==> src/rtl/computie_bus_pkg.sv <==
// Shared types and encodings for the Computie bus target controller.
package computie_bus_pkg;

  typedef enum logic [2:0] {
    ST_IDLE, ST_ADDR, ST_IGNORE, ST_WAIT_DS, ST_ACCESS, ST_TERM
  } state_t;

  typedef enum logic [1:0] {
    SIZ_LONG  = 2'b00,
    SIZ_BYTE  = 2'b01,
    SIZ_WORD  = 2'b10,
    SIZ_3BYTE = 2'b11
  } siz_t;

  localparam logic [1:0] DSACK_32   = 2'b00;
  localparam logic [1:0] DSACK_16   = 2'b01;
  localparam logic [1:0] DSACK_NONE = 2'b11;

  // Bytes moved by a 68k SIZ code; 00 encodes a long (4 bytes).
  function automatic int siz_bytes(input logic [1:0] siz);
    return (siz == SIZ_LONG) ? 4 : int'(siz);
  endfunction

endpackage

==> src/rtl/computie_bus_byte_enables.sv <==
// Combinational size/offset to big-endian byte-lane enables.
module computie_bus_byte_enables
  import computie_bus_pkg::*;
#(
  parameter  int LANES = 4,
  localparam int OFFW  = (LANES > 1) ? $clog2(LANES) : 1
) (
  input  logic [OFFW-1:0]  off,
  input  logic [1:0]       size,
  output logic [LANES-1:0] byte_en
);

  // Lane i sits at bit LANES-1-i; lanes past the port edge simply never exist.
  for (genvar i = 0; i < LANES; i++) begin : g_lane
    assign byte_en[LANES-1-i] = (int'(off) <= i) && (i < int'(off) + siz_bytes(size));
  end

endmodule

==> src/rtl/computie_bus_target.sv <==
// Computie bus target: decode, sized transfers, req/ack to one peripheral, DSACK/BERR termination.
module computie_bus_target
  import computie_bus_pkg::*;
#(
  parameter int          BITWIDTH   = 32,
  parameter logic [31:0] BASE_ADDR  = 32'h0020_0000,
  parameter logic [31:0] ADDR_MASK  = 32'hFFF0_0000,
  parameter int          TIMEOUT    = 16,
  parameter logic [1:0]  DSACK_CODE = DSACK_32,
  localparam int         LANES      = BITWIDTH / 8,
  localparam int         OFFW       = (LANES > 1) ? $clog2(LANES) : 1
) (
  input  logic                clk,
  input  logic                reset,
  input  logic                addr_strobe,
  input  logic                data_strobe,
  input  logic                read_write,
  input  logic [1:0]          size,
  output logic [1:0]          dsack_out,
  output logic                berr_out,
  output logic                send_receive,
  output logic                addr_oe,
  output logic                data_oe,
  output logic                data_dir,
  output logic                demux_oe,
  input  logic [BITWIDTH-1:0] from_bus,
  output logic [BITWIDTH-1:0] to_bus,
  output logic                req,
  input  logic                ack,
  output logic                write,
  output logic [BITWIDTH-1:0] addr_out,
  output logic [LANES-1:0]    byte_en,
  output logic [BITWIDTH-1:0] data_out,
  input  logic [BITWIDTH-1:0] data_in
);

  localparam logic [7:0] TO_LAST = 8'(TIMEOUT - 1);

  state_t           state;
  logic             as_meta, as_s, ds_meta, ds_s;
  logic [7:0]       cnt;
  logic [31:0]      addr32;
  logic             hit;
  logic [LANES-1:0] be_next;

  assign send_receive = 1'b0;
  assign addr32       = 32'(from_bus);
  assign hit          = (addr32 & ADDR_MASK) == BASE_ADDR;

  computie_bus_byte_enables #(.LANES(LANES)) u_be (
    .off     (from_bus[OFFW-1:0]),
    .size    (size),
    .byte_en (be_next)
  );

  always_ff @(posedge clk) begin
    if (reset) begin
      as_meta   <= 1'b1;
      as_s      <= 1'b1;
      ds_meta   <= 1'b1;
      ds_s      <= 1'b1;
      state     <= ST_IDLE;
      dsack_out <= DSACK_NONE;
      berr_out  <= 1'b1;
      addr_oe   <= 1'b0;
      data_oe   <= 1'b0;
      data_dir  <= 1'b0;
      demux_oe  <= 1'b0;
      req       <= 1'b0;
      write     <= 1'b0;
      addr_out  <= '0;
      data_out  <= '0;
      to_bus    <= '0;
      byte_en   <= '0;
      cnt       <= '0;
    end else begin
      as_meta <= addr_strobe;
      as_s    <= as_meta;
      ds_meta <= data_strobe;
      ds_s    <= ds_meta;
      case (state)
        ST_IDLE: if (!as_s) begin
          addr_oe <= 1'b1;
          state   <= ST_ADDR;
        end
        ST_ADDR: begin
          addr_out <= from_bus;
          write    <= ~read_write;
          byte_en  <= be_next;
          addr_oe  <= 1'b0;
          if (hit) begin
            demux_oe <= 1'b1;
            data_oe  <= 1'b1;
            data_dir <= read_write;
            state    <= ST_WAIT_DS;
          end else begin
            state <= ST_IGNORE;
          end
        end
        ST_IGNORE: if (as_s) state <= ST_IDLE;
        ST_WAIT_DS: begin
          if (as_s) begin
            data_oe  <= 1'b0;
            demux_oe <= 1'b0;
            data_dir <= 1'b0;
            state    <= ST_IDLE;
          end else if (!ds_s) begin
            if (write) data_out <= from_bus;
            req   <= 1'b1;
            cnt   <= '0;
            state <= ST_ACCESS;
          end
        end
        ST_ACCESS: begin
          // Master walking away beats a same-cycle ack: no termination is driven.
          if (as_s) begin
            req      <= 1'b0;
            data_oe  <= 1'b0;
            demux_oe <= 1'b0;
            data_dir <= 1'b0;
            state    <= ST_IDLE;
          end else if (ack) begin
            req       <= 1'b0;
            if (!write) to_bus <= data_in;
            dsack_out <= DSACK_CODE;
            state     <= ST_TERM;
          end else if (cnt == TO_LAST) begin
            req      <= 1'b0;
            berr_out <= 1'b0;
            state    <= ST_TERM;
          end else begin
            cnt <= cnt + 8'd1;
          end
        end
        ST_TERM: if (as_s) begin
          dsack_out <= DSACK_NONE;
          berr_out  <= 1'b1;
          data_oe   <= 1'b0;
          demux_oe  <= 1'b0;
          data_dir  <= 1'b0;
          state     <= ST_IDLE;
        end
        default: state <= ST_IDLE;
      endcase
    end
  end

endmodule

==> config.mk <==
export PLATFORM = sky130hd
export DESIGN_NAME = computie_bus_target
export DESIGN_NICKNAME = d
export VERILOG_FILES = /design/src/rtl/computie_bus_pkg.sv /design/src/rtl/computie_bus_byte_enables.sv /design/src/rtl/computie_bus_target.sv
export SDC_FILE = /design/constraint.sdc
export NUM_CORES = 1
export LEC_CHECK = 0
export CORE_AREA = 2 2 101 103
export CTS_BUF_LIST = sky130_fd_sc_hd__clkbuf_8
export CTS_CLUSTER_SIZE = 40
export DETAILED_ROUTE_END_ITERATION = 8
export DIE_AREA = 0 0 103 105
export GPL_ROUTABILITY_DRIVEN = 0
export HOLD_SLACK_MARGIN = 0.1
export PLACE_DENSITY_LB_ADDON = 0.3
export SYNTH_ARGS = -nofsm -noshare
export SYNTH_HDL_FRONTEND = slang
export SYNTH_HIERARCHICAL = 1
export SYNTH_SLANG_ARGS = --single-unit
==> constraint.sdc <==
create_clock -name clk -period 3.1 [get_ports clk]
set_input_delay 0.62 -clock clk [delete_from_list [all_inputs] [get_ports clk]]
set_output_delay 0.62 -clock clk [all_outputs]
set_load 0.02 [all_outputs]
==> results of run 1 <==
placed cells by master, fill, tap and decap left out, drive strengths merged, types with 3 or more instances in the layout:
cell type | synthesis | routed
o21ai | 9 | 9
buf | 25 | 7
nand3 | 7 | 7
nand2 | 210 | 210
a21oi | 117 | 117
clkinv | 0 | 5
bufinv | 0 | 3
nand2b | 3 | 3
clkdlybuf4s50 | 0 | 179
ha | 3 | 3
or3 | 5 | 5
and3 | 3 | 3
nor2b | 4 | 4
nor2 | 14 | 14
inv | 5 | 7
or2 | 4 | 4
clkinvlp | 0 | 4
nand3b | 3 | 3
dfxtp | 122 | 122
nor4 | 3 | 3
clkbuf | 19 | 18
nor3 | 6 | 6
a31oi | 3 | 3
power groups by stage:
stage               clock [W]  combinational, W  sequential, W
floorplan                   0          0.000329        0.00193
global placement            0          0.000827        0.00182
detailed placement          0          0.000836        0.00183
CTS                   0.00149          0.000843        0.00180
global route          0.00157          0.000907        0.00182
finish                0.00147          0.000837        0.00180
registers in the layout (all words and copies together), names as in the netlist:
signal	cells
addr_out	32
data_out	32
to_bus	32
cnt	8
byte_en	4
state	3
addr_oe	1
as_meta	1
as_s	1
berr_out	1
data_dir	1
demux_oe	1
ds_meta	1
ds_s	1
dsack_out	1
req	1
write	1
stage by stage:
step	hold slack (ns)	util (%)	power, W
global route	0.432	71.5	0.00429
floorplan	0.389	-	0.00226
global placement	0.396	67.1	0.00265
finish	0.408	71.5	0.00410
CTS	0.412	71.5	0.00414
detailed placement	0.395	67.1	0.00267
final cells by class:
class / count / area [sq um] / area share, %
sequential: 122 / 2440 / 35.4
multi-input combinational: 413 / 1990 / 28.8
timing repair buffer: 186 / 1860 / 26.9
clock buffer: 18 / 248 / 3.60
clock inverter: 14 / 173 / 2.51
tap: 133 / 166 / 2.42
inverter: 5 / 18.8 / 0.272
worst max-delay path by stage:
stage,slack [ns],end,startpoint,cells past startpoint
after floorplan,1.35,byte_en[1]$_SDFFE_PP0P_,size[0],7
after global placement,0.68,to_bus[8]$_SDFFE_PP0P_,ack,5
after detailed placement,0.60,to_bus[4]$_SDFFE_PP0P_,ack,5
after CTS,0.84,write,write$_SDFFE_PP0P_,1
after global routing,0.75,to_bus[4]$_SDFFE_PP0P_,state[2]$_SDFFE_PP0P_,5
final,0.87,write,write$_SDFFE_PP0P_,1
cell families (layout without fill, tap and decap cells):
family                   count (synthesis)  in the layout  synth area share [%]
adder cells (fa/ha/maj)                  4              4                  1.23
buffers and inverters                   49            223                  5.54
flip-flops                             122            122                  52.2
AO/OA/AOI/OAI                          137            137                  15.5
AND/OR/NAND/NOR                        270            270                  25.2
XOR/XNOR                                 1              1                 0.187
other                                    1              1                0.0802
metal layers:
layer	up-vias	wire length, um	share of wire [%]	global-route usage [%]
li1	2243	-	-	-
met1	2098	5360	41	29.3
met2	165	6100	47	37.6
met3	18	1230	9.5	10.1
met4	0	229	1.8	8.93
met5	-	0	0	0
==> run_results.csv, run 1 <==
group,metric,value,unit
run_status,status,"finished clean",
cells_and_area,area_growth,47.4,%
cells_and_area,drive_above_1_share,7.26,%
drt,vias_per_cell,5.08,
drt,drt_first_pass_iters,5,
sta,rsz0062_at_grt,"no",
critical_path,crit_family,"buffers and inverters",
sta,hold_viol_final,0,
critical_path,r2r_cells,5,
pwr,max-vdd-ir-drop,0.000459,V
clock_tree,numCtsBuffers,17,
floorplan,core_area,0.00964,sq mm
placement,dp_hpwl,8900,um
critical_path,worstPathCellList,"clkdlybuf4s50_1",
critical_path,path_buf_inv,1,
sta,slew-limit-headroom,34.1,%
logic_synthesis,synthCells,584,
placement,dpl.cell_count,859,
logic_synthesis,ys_warn_count,6,
logic_synthesis,async_reset_ff_share,0,%
critical_path,worstPathArrival,1.61,ns
sta,slew_viol_final,0,
drt,routedWlPerCell,14.5,um
critical_path,reg2reg_to,"to_bus[20]$_SDFFE_PP0P_",
clock_tree,hold_buffers,0,
logic_synthesis,synth.most_common_cell,"nand2_1",
hold_path,hold_depth,1,
pwr,p_leak,2.35,nW
logic_synthesis,avgSynthCellArea,8.00,sq um
pwr,p_comb_share,20.4,%
pwr,power.internal,0.00289,W
critical_path,cp_slowest_cell,"clkdlybuf4s50_1",
run,max_cap_violations,0,
placement,placed_area,0.00647,sq mm
drt,vias,4524,
drt,drtAntennaViolNets,0,
sta,tightest_slew,0.988,ns
cells_and_area,stdcell_count,891,
clock_tree,ctsResizeCount,0,
sta,fmax,0.448,GHz
pwr,power_density,595,mW/mm^2
critical_path,max_stage_delay,0.69,ns
logic_synthesis,synth_nets,660,
global_routing,grt_max_degree,71,
floorplan,rows,36,
logic_synthesis,synth_edf_count,0,
placement,place_ws,0.598,ns
critical_path,rr_startpoint,"state[2]$_SDFFE_PP0P_",
sta,layout_setup_ws,0.868,ns
global_routing,antenna_found_initial,0,
hold_path,hp-class,"register to register",
global_routing,grt-ovfl-total,0,
global_routing,grtUsageTotal,24.0,%
clock_tree,htree_levels,4,
critical_path,crit_type,"register to output pin",
pwr,swShare,29.4,%
placement,port-buffer-count,180,
floorplan,initial_core_util,48.5,%
clock_tree,numClockSinks,122,
critical_path,cp-start-kind,"register",
clock_tree,clk_latency,0.43,ns
clock_tree,clockBufferDepth,2,
clock_tree,tritoncts,"yes",
logic_synthesis,ys.flop_type,"dfxtp_1",
cells_and_area,fillers,792,
clock_tree,post-cts-setup-buffer-count,0,
floorplan,die_area,0.0108,sq mm
pwr,p_seq_share,43.8,%
pwr,power.switching,0.00121,W
floorplan,fp.dieH,105,um
logic_synthesis,synthTopCellsByArea,"dfxtp_1, nand2_1, a21oi_1",
critical_path,critPathMaxFanout,6,
floorplan,ios,182,
drt,wl,12900,um
hold_path,min_from,"as_meta$_SDFF_PP1_",
sta,finalSetupViolations,0,
logic_synthesis,netlist_area,0.00467,sq mm
sta,skew,0.0119,ns
critical_path,critPathRequiredTime,2.48,ns
drt,drc,0,
sta,tns,0,ns
cells_and_area,final_nets,821,
logic_synthesis,synth_seq_cells,122,
logic_synthesis,synth_top_area_share,52.2,%
critical_path,ff2ff_setup_slack,0.91,ns
drt,drtIter0Drc,152,
global_routing,grt_pass1_wl,20800,um
hold_path,min_delay_worst_endpoint,"as_s$_SDFF_PP1_",
cells_and_area,antenna_cells,0,
global_routing,grt_pass1_vias,4342,
logic_synthesis,ys_types,48,
logic_synthesis,yosys.area.top_type,"dfxtp_1",
pwr,p_clk_share,35.8,%
logic_synthesis,synth_common_cells,"nand2_1, dfxtp_1, a21oi_1",
critical_path,cp-end-kind,"output pin",
sta,fin_crit_sh,72.0,%
floorplan,die_w,103,um
clock_tree,path_clk_slew,0.07,ns
cells_and_area,design_area,0.00689,sq mm
logic_synthesis,synth-seq-area-share,52.2,%
sta,period_minus_slack,2.23,ns
clock_tree,cts_root_buf,"clkbuf_8",
Power figures use the tool's default switching activity.
==> inputs of run 2 (changes only) <==
- CORE_AREA: 2 2 101 103 -> 2 2 110 112
- DIE_AREA: 0 0 103 105 -> 0 0 112 114
- clock period: 3.1 -> 2.05 ns (I/O delays scaled with it)
==> run 2 against run 1 <==
Against the previous run:
- clock skew is 0.0025 ns lower
- first-iteration DRC count is 130% higher
- sequential share of layout area is 0.67 points lower
==> run_results.csv, run 2 (synthesis results as in run 1) <==
group,metric,value,unit
critical_path,max_stage_delay,0.64,ns
clock_tree,cts_root_buf,"clkbuf_8",
global_routing,grt_pass1_wl,21400,um
pwr,power.switching,0.00179,W
sta,skew,0.00945,ns
drt,drtIter0Drc,345,
global_routing,antenna_found_initial,0,
critical_path,crit_type,"register to output pin",
pwr,p_seq_share,42.6,%
critical_path,ff2ff_setup_slack,0.27,ns
hold_path,hp-class,"register to register",
hold_path,min_from,"ds_meta$_SDFF_PP1_",
clock_tree,clockBufferDepth,2,
clock_tree,numCtsBuffers,17,
critical_path,worstPathArrival,1.50,ns
cells_and_area,reg_top3,"addr_out: 32 flops, data_out: 32 flops, to_bus: 32 flops",
pwr,power.internal,0.00459,W
critical_path,path_buf_inv,1,
floorplan,fp.dieH,114,um
critical_path,crit_family,"buffers and inverters",
sta,fin_crit_sh,93.1,%
critical_path,rr_startpoint,"state[0]$_SDFFE_PP0P_",
sta,period_minus_slack,1.91,ns
drt,drt_first_pass_iters,4,
placement,port-buffer-count,180,
critical_path,cp_slowest_cell,"clkdlybuf4s50_1",
floorplan,core_area,0.0117,sq mm
pwr,p_clk_share,37.2,%
run_status,status,"finished clean",
sta,fmax,0.524,GHz
clock_tree,clk_latency,0.43,ns
placement,dpl.cell_count,882,
run,max_cap_violations,0,
critical_path,reg2reg_to,"data_out[24]$_SDFFE_PP0P_",
floorplan,initial_core_util,39.9,%
placement,dp_hpwl,9210,um
cells_and_area,antenna_cells,0,
drt,vias_per_cell,4.90,
pwr,p_comb_share,20.1,%
sta,tightest_slew,0.623,ns
critical_path,cp-end-kind,"output pin",
cells_and_area,layout_common_cells,"nand2_1, clkdlybuf4s50_1, dfxtp_1",
cells_and_area,utilization,60.0,%
pwr,swShare,28.1,%
clock_tree,numClockSinks,122,
hold_path,min_delay_worst_endpoint,"ds_s$_SDFF_PP1_",
sta,slew-limit-headroom,58.5,%
sta,finalSetupViolations,0,
global_routing,grt_max_degree,61,
drt,drc,0,
drt,vias,4476,
sta,rsz0062_at_grt,"no",
critical_path,r2r_cells,6,
pwr,finalPower,0.00637,W
cells_and_area,stdcell_count,913,
pwr,p_leak,2.43,nW
placement,placed_area,0.00658,sq mm
sta,slew_viol_final,0,
cells_and_area,drive_above_1_share,8.09,%
floorplan,rows,40,
critical_path,critPathMaxFanout,4,
drt,drtAntennaViolNets,0,
floorplan,ios,182,
hold_path,hold_depth,1,
floorplan,die_area,0.0128,sq mm
global_routing,grt-ovfl-total,0,
cells_and_area,layout_commonest_cell,"nand2_1",
drt,wl,13100,um
critical_path,worstPathCellList,"clkdlybuf4s50_1",
cells_and_area,area_growth,50.2,%
clock_tree,htree_levels,4,
global_routing,grtUsageTotal,21.0,%
critical_path,critPathRequiredTime,1.64,ns
critical_path,cp-start-kind,"register",
floorplan,die_w,112,um
drt,routedWlPerCell,14.3,um
cells_and_area,final_nets,830,
sta,hold_viol_final,0,
global_routing,grt_pass1_vias,4417,
cells_and_area,design_area,0.00702,sq mm
clock_tree,path_clk_slew,0.07,ns
pwr,power_density,907,mW/mm^2
clock_tree,tritoncts,"yes",
pwr,max-vdd-ir-drop,0.000527,V
==> run 2: cell count changes in the layout (fill, tap and decap cells not counted), moves of 2 or more <==
cell       delta
bufinv_16     +2
buf_4         +7
clkinv_4      -3
buf_12        +2
==> run 2: how the worst max path moves through the flow <==
| stage | startpoint | endpoint | slack [ns] | cells past startpoint |
|---|---|---|---|---|
| floorplan | size[0] | byte_en[1]$_SDFFE_PP0P_ | 0.51 | 7 |
| global placement | size[0] | byte_en[2]$_SDFFE_PP0P_ | 0.02 | 8 |
| detailed placement | size[0] | byte_en[1]$_SDFFE_PP0P_ | -0.07 | 8 |
| CTS | write$_SDFFE_PP0P_ | write | 0.02 | 1 |
| global route | dsack_out[0]$_SDFFE_PP1P_ | dsack_out[0] | 0.06 | 1 |
| finish | dsack_out[0]$_SDFFE_PP1P_ | dsack_out[0] | 0.14 | 1 |
==> run 2: power groups by stage <==
| stage | Clock (W) | Combinational [W] | Sequential [W] |
|---|---|---|---|
| CTS | 0.00243 | 0.00130 | 0.00272 |
| detailed placement | 0 | 0.00129 | 0.00276 |
| global placement | 0 | 0.00128 | 0.00275 |
| finish | 0.00237 | 0.00128 | 0.00272 |
| floorplan | 0 | 0.000498 | 0.00292 |
| global route | 0.00255 | 0.00139 | 0.00275 |
==> run 2: cell type report <==
type / count / area [sq um]
flip-flops and latches: 122 / 2440
clock inverters: 14 / 206
repair buffers: 195 / 1950
well taps: 147 / 184
fillers: 1068 / 4690
clock buffers: 17 / 234
multi-input cells: 413 / 1990
inverters: 5 / 18.8
==> run 2: through the flow <==
step	setup TNS (ns)	worst slack, ns	hold WS, ns
floorplan	0	0.514	0.389
global placement	0	0.0174	0.401
detailed placement	-0.119	-0.0745	0.398
CTS	0	0.0165	0.409
global route	0	0.0568	0.424
finish	0	0.142	0.410
==> run 2: what timing repair did <==
| action | in CTS | in global routing |
|---|---|---|
| endpoints found under the setup margin | 0 | 1 |
| hold buffers | 0 | 0 |
| buffers inserted | 0 | 0 |
| resized for setup | 0 | 1 |
==> run 2: per-layer routing <==
| metal | track usage (%) | vias to the layer above | wire (um) |
|---|---|---|---|
| li1 | - | 2251 | - |
| met1 | 24.6 | 2034 | 5570 |
| met2 | 33.8 | 171 | 5970 |
| met3 | 9.83 | 20 | 1270 |
| met4 | 8.13 | 0 | 269 |
| met5 | 0 | - | 0 |
==> inputs of run 3 (changes only) <==
- ABC_AREA: default -> 1
- CELL_PAD_IN_SITES_DETAIL_PLACEMENT: default -> 0
- CELL_PAD_IN_SITES_GLOBAL_PLACEMENT: default -> 1
- CORE_AREA: 2 2 110 112 -> 2 2 133 135
- DIE_AREA: 0 0 112 114 -> 0 0 135 137
- TNS_END_PERCENT: default -> 20
==> run 3 against run 2 <==
Against the previous run:
- sequential share of layout area shrank 0.57 points
- area after synthesis grew 0.72%
- clock power shrank 8%
- final area grew 1.7%
- cell count grew 14%
- non-clock buffer count shrank 1
- worst hold slack lost 0.0099 ns
- die area grew 45%
- combinational power grew 42%
==> run_results.csv, run 3 <==
group,metric,value,unit
clock_tree,htree_levels,4,
logic_synthesis,synth_top_area_share,51.9,%
logic_synthesis,ys.flop_type,"dfxtp_1",
cells_and_area,final_nets,883,
logic_synthesis,synth_common_cells,"nor2_1, dfxtp_1, nand2_1",
clock_tree,numClockSinks,122,
placement,place_ws,-0.0354,ns
drt,drc,0,
drt,vias,4679,
cells_and_area,design_area,0.00714,sq mm
logic_synthesis,synthTopCellsByArea,"dfxtp_1, nor2_1, nand2_1",
sta,slew_viol_final,0,
logic_synthesis,synthCells,632,
drt,drtAntennaViolNets,0,
critical_path,critPathRequiredTime,1.64,ns
critical_path,cp_slowest_cell,"clkdlybuf4s50_1",
floorplan,initial_core_util,27.6,%
placement,port-buffer-count,180,
logic_synthesis,yosys.area.top_type,"dfxtp_1",
clock_tree,clk_latency,0.44,ns
critical_path,crit_family,"buffers and inverters",
cells_and_area,area_growth,51.7,%
sta,finalSetupViolations,0,
logic_synthesis,async_reset_ff_share,0,%
logic_synthesis,synth_seq_cells,122,
hold_path,hp-class,"register to register",
critical_path,max_stage_delay,0.63,ns
drt,routedWlPerCell,13.8,um
pwr,power_density,951,mW/mm^2
sta,hold_viol_final,0,
cells_and_area,layout_common_cells,"clkdlybuf4s50_1, nor2_1, dfxtp_1",
drt,wl_met2,7030,um
floorplan,ios,182,
clock_tree,tritoncts,"yes",
placement,dp_hpwl,10200,um
cells_and_area,fillers,1725,
cells_and_area,layout_commonest_cell,"clkdlybuf4s50_1",
clock_tree,path_clk_slew,0.08,ns
sta,fin_crit_sh,91.8,%
global_routing,grt_pass1_vias,4413,
critical_path,crit_type,"register to output pin",
logic_synthesis,synth_nets,708,
critical_path,path_buf_inv,1,
logic_synthesis,synth-seq-area-share,51.9,%
hold_path,hold_depth,1,
sta,skew,0.0140,ns
sta,fmax,0.531,GHz
floorplan,die_area,0.0185,sq mm
logic_synthesis,ys_warn_count,6,
floorplan,die_w,135,um
pwr,max-vdd-ir-drop,0.000409,V
drt,drt_first_pass_iters,6,
critical_path,worstPathCellList,"clkdlybuf4s50_1",
global_routing,grt-ovfl-total,0,
critical_path,reg2reg_to,"to_bus[2]$_SDFFE_PP0P_",
critical_path,ff2ff_setup_slack,0.39,ns
global_routing,grt_max_degree,53,
critical_path,rr_startpoint,"state[0]$_SDFFE_PP0P_",
logic_synthesis,ys_types,26,
pwr,p_leak,2.73,nW
drt,vias_per_cell,4.48,
sta,slew-limit-headroom,59.9,%
run_status,status,"finished clean",
critical_path,worstPathArrival,1.47,ns
floorplan,core_area,0.0171,sq mm
placement,placed_area,0.00674,sq mm
sta,rsz0062_at_grt,"no",
logic_synthesis,synth_edf_count,0,
clock_tree,numCtsBuffers,17,
run,max_cap_violations,0,
sta,tightest_slew,0.601,ns
sta,whs,0.400,ns
clock_tree,cts_root_buf,"clkbuf_8",
critical_path,cp-end-kind,"output pin",
drt,wl_met1,6190,um
floorplan,fp.dieH,137,um
logic_synthesis,netlist_area,0.00471,sq mm
drt,dr_wl_met3,986,um
global_routing,grtUsageTotal,15.7,%
hold_path,min_delay_worst_endpoint,"ds_s$_SDFF_PP1_",
sta,period_minus_slack,1.88,ns
logic_synthesis,synth.most_common_cell,"nor2_1",
drt,routed.top_layer,"met4",
sta,tns,0,ns
drt,wl,14400,um
global_routing,antenna_found_initial,0,
critical_path,cp-start-kind,"register",
floorplan,rows,48,
critical_path,critPathMaxFanout,4,
critical_path,r2r_cells,6,
logic_synthesis,avgSynthCellArea,7.45,sq um
cells_and_area,antenna_cells,0,
clock_tree,post-cts-setup-buffer-count,0,
drt,drtIter0Drc,197,
sta,layout_setup_ws,0.168,ns
cells_and_area,drive_above_1_share,8.17,%
hold_path,min_from,"ds_meta$_SDFF_PP1_",
global_routing,grt_pass1_wl,22600,um
cells_and_area,reg_top3,"addr_out: 32 flops, data_out: 32 flops, to_bus: 32 flops",
clock_tree,clockBufferDepth,2,
run 3: cell count changes after synthesis, sizes merged, moves of 13 or more:
cell | before | now
nor2 | 14 | 154
nand2 | 210 | 121
o21ai | 9 | 74
a21oi | 117 | 55
inv | 5 | 29
nand3 | 7 | 20
run 3: report_power, final:
group | switching, W | internal (W)
sequential | 0.000175 | 0.00261
combinational | 0.00105 | 0.000763
clock | 0.000972 | 0.00122
run 3: cell type report:
| type | count | area, sq um | share of cell area (%) |
|---|---|---|---|
| Sequential cell | 122 | 2440 | 34.2 |
| Timing Repair Buffer | 194 | 1930 | 27.0 |
| Clock buffer | 18 | 248 | 3.47 |
| Inverter | 29 | 109 | 1.52 |
| Tap cell | 225 | 282 | 3.94 |
| Clock inverter | 14 | 155 | 2.17 |
| Multi-Input combinational cell | 443 | 1980 | 27.7 |
run 3: worst register-to-register path, delay by kind of cell (launching register included):
family                 cells  cell delay [ns]
buffers and inverters      1             0.30
DFF                        1             0.38
and+or+nand+nor            5             0.88
run 3: layer usage:
metal,global-route usage [%],up-vias
met5,0,-
met2,26.0,143
li1,-,2367
met4,6.13,0
met1,19.1,2152
met3,5.11,17
run 3: cell families after synthesis:
family          count (synthesis)  share of synthesized area, %
simple gates                  306                          26.3
flops                         122                          51.9
other cells                     1                        0.0796
buf+inv                        67                          6.19
fa+ha+maj                       4                          1.22
compound gates                132                          14.4
run 3: timing repair:
item | CTS | global route
endpoints found under the setup margin | 1 | 0
hold buffers | 0 | 0
gates resized for setup | 1 | 0
run 3: metrics by stage:
stage               total power [W]  cells  utilization [%]
finish                      0.00679   1045             41.9
global route                0.00720   1045             41.9
CTS                         0.00691   1045             41.9
detailed placement          0.00468   1013             39.5
global placement            0.00465   1013             39.5
floorplan                   0.00381    632                -
run 3: worst max-delay path by stage:
stage / startpoint / end / slack (ns) / depth (start not counted)
2_1_floorplan: size[0] / byte_en[2]$_SDFFE_PP0P_ / 0.53 / 9
3_3_place_gp: size[0] / byte_en[2]$_SDFFE_PP0P_ / -0.002 / 10
3_5_place_dp: from_bus[0] / byte_en[1]$_SDFFE_PP0P_ / -0.04 / 10
4_1_cts: write$_SDFFE_PP0P_ / write / 0.11 / 1
5_1_grt: write$_SDFFE_PP0P_ / write / 0.08 / 1
6_report: write$_SDFFE_PP0P_ / write / 0.17 / 1
==> edit (settings of run 2) <==
`BITWIDTH`: 32 -> 16.
--- a/src/rtl/computie_bus_target.sv
+++ b/src/rtl/computie_bus_target.sv
@@ -2,7 +2,7 @@
 module computie_bus_target
   import computie_bus_pkg::*;
 #(
-  parameter int          BITWIDTH   = 32,
+  parameter int          BITWIDTH   = 16,
   parameter logic [31:0] BASE_ADDR  = 32'h0020_0000,
   parameter logic [31:0] ADDR_MASK  = 32'hFFF0_0000,
   parameter int          TIMEOUT    = 16,
Ports: changed (6 resized); port bits go from 182 to 100. No check against the original RTL was run, so the function may have changed too.
==> edit against run 2 <==
  * Setup slack gained 0.027 ns
  * Area after synthesis shrank 41%
  * Power shrank 57%
  * Combinational power shrank 83%
  * Wire length shrank 44%
  * Count of clock-buffer cells in the layout shrank 7
  * Sequential cell count shrank 52
  * Final area shrank 42%
  * Via count shrank 44%
==> edit: results (changes against run 2) <==
- Critical Path Fanout Max: 16 (+12)
- WL/cell: 12.94 µm (-9.7%)
- Worst hold slack: 0.4183 ns (+0.008747 ns)
- Largest cells by area after synthesis: dfxtp_1, nand2_1, a21oi_1, mux2i_1, nand3_1
- Sequential element share of the synthesized area: 0.5066 (-0.01593)
- Area post-placement: 3891 µm² (-41%)
- Largest net degree at the start of global routing: 45 (-26%)
- Regs by FF count: addr_out: 16 flops, data_out: 16 flops, to_bus: 16 flops
- H-tree depth: 3 (-1)
- GRT Util Overall: 0.1176 (-0.09255)
- Unique cell type count in the Yosys netlist: 47 (-2.1%)
- Leak Pwr: 1.541 nW (-37%)
- Non-Filler Instances: 567 (-38%)
- FF-to-FF setup slack: 0.17 ns (-0.10 ns)
- Most frequent cells after synthesis: dfxtp_1, nand2_1, a21oi_1
- Routed vias/inst: 4.392 (-10%)
- Fill cell count: 1,238 (+16%)
- Post-DP HPWL: 5102 µm (-45%)
- First-pass GRT wire length: 11,970 µm (-44%)
- Cts bufs inserted: 9 (-8)
- Iteration-0 DRC Markers: 108 (-69%)
- Vias in the first global route: 2,402 (-46%)
- I/O Buffers: 95 (-47%)
- Worst-skew pair later-pin latency: 0.34 ns (-0.09 ns)
- Post-place setup slack: 0.005251 ns (+0.07974 ns)
- Status: complete, no violations
- Hold Crit Endpoint: as_s
==> edit: worst max path at each step <==
stage	startpoint	end	slack, ns	cells after the start
3_5_place_dp	ack	cnt[4]	0.005	6
6_report	state[2]	to_bus[15]	0.17	4
3_3_place_gp	ack	cnt[4]	0.04	6
2_1_floorplan	state[0]	to_bus[10]	0.12	7
4_1_cts	state[2]	to_bus[8]	0.17	4
5_1_grt	state[2]	to_bus[8]	0.03	4
==> edit: logic make-up after synthesis <==
group	count (synthesis)	share of synthesized area
XOR/XNOR	1	0.003167
buffers and inverters	34	0.06332
AO/OA/AOI/OAI	62	0.1325
other	1	0.001356
adder cells (fa/ha/maj)	2	0.009044
multiplexers	17	0.06151
flip-flops	70	0.5066
AND/OR/NAND/NOR	130	0.2225
==> edit: cell type report <==
class,instances,area (µm²),area share
inverters,5,18.77,0.004589
multi-input cells,216,1206,0.2949
flip-flops and latches,70,1401,0.3426
clock buffers,10,137.6,0.03365
well taps,147,183.9,0.04497
clock inverters,6,61.31,0.01499
repair buffers,113,1081,0.2643
==> edit: layer usage <==
metal	wire, µm	GRT usage	vias up
met3	656	0.05632	8
met4	89	0.03659	0
met1	3312	0.1420	1139
met2	3280	0.1867	82
met5	0	0	-
li1	-	-	1261
==> edit: worst max-delay path: stages, from the launching register on <==
cell and delay (ns):
dfxtp_1 0.35, or3b_4 0.43, or4b_4 0.70, mux2i_1 0.22, nor2_1 0.05
==> edit: power by group <==
| part | internal, mW | switching, mW |
|---|---|---|
| combinational | 0.116 | 0.0969 |
| clock | 0.591 | 0.536 |
| sequential | 1.38 | 0.0115 |
| total | 2.08 | 0.645 |
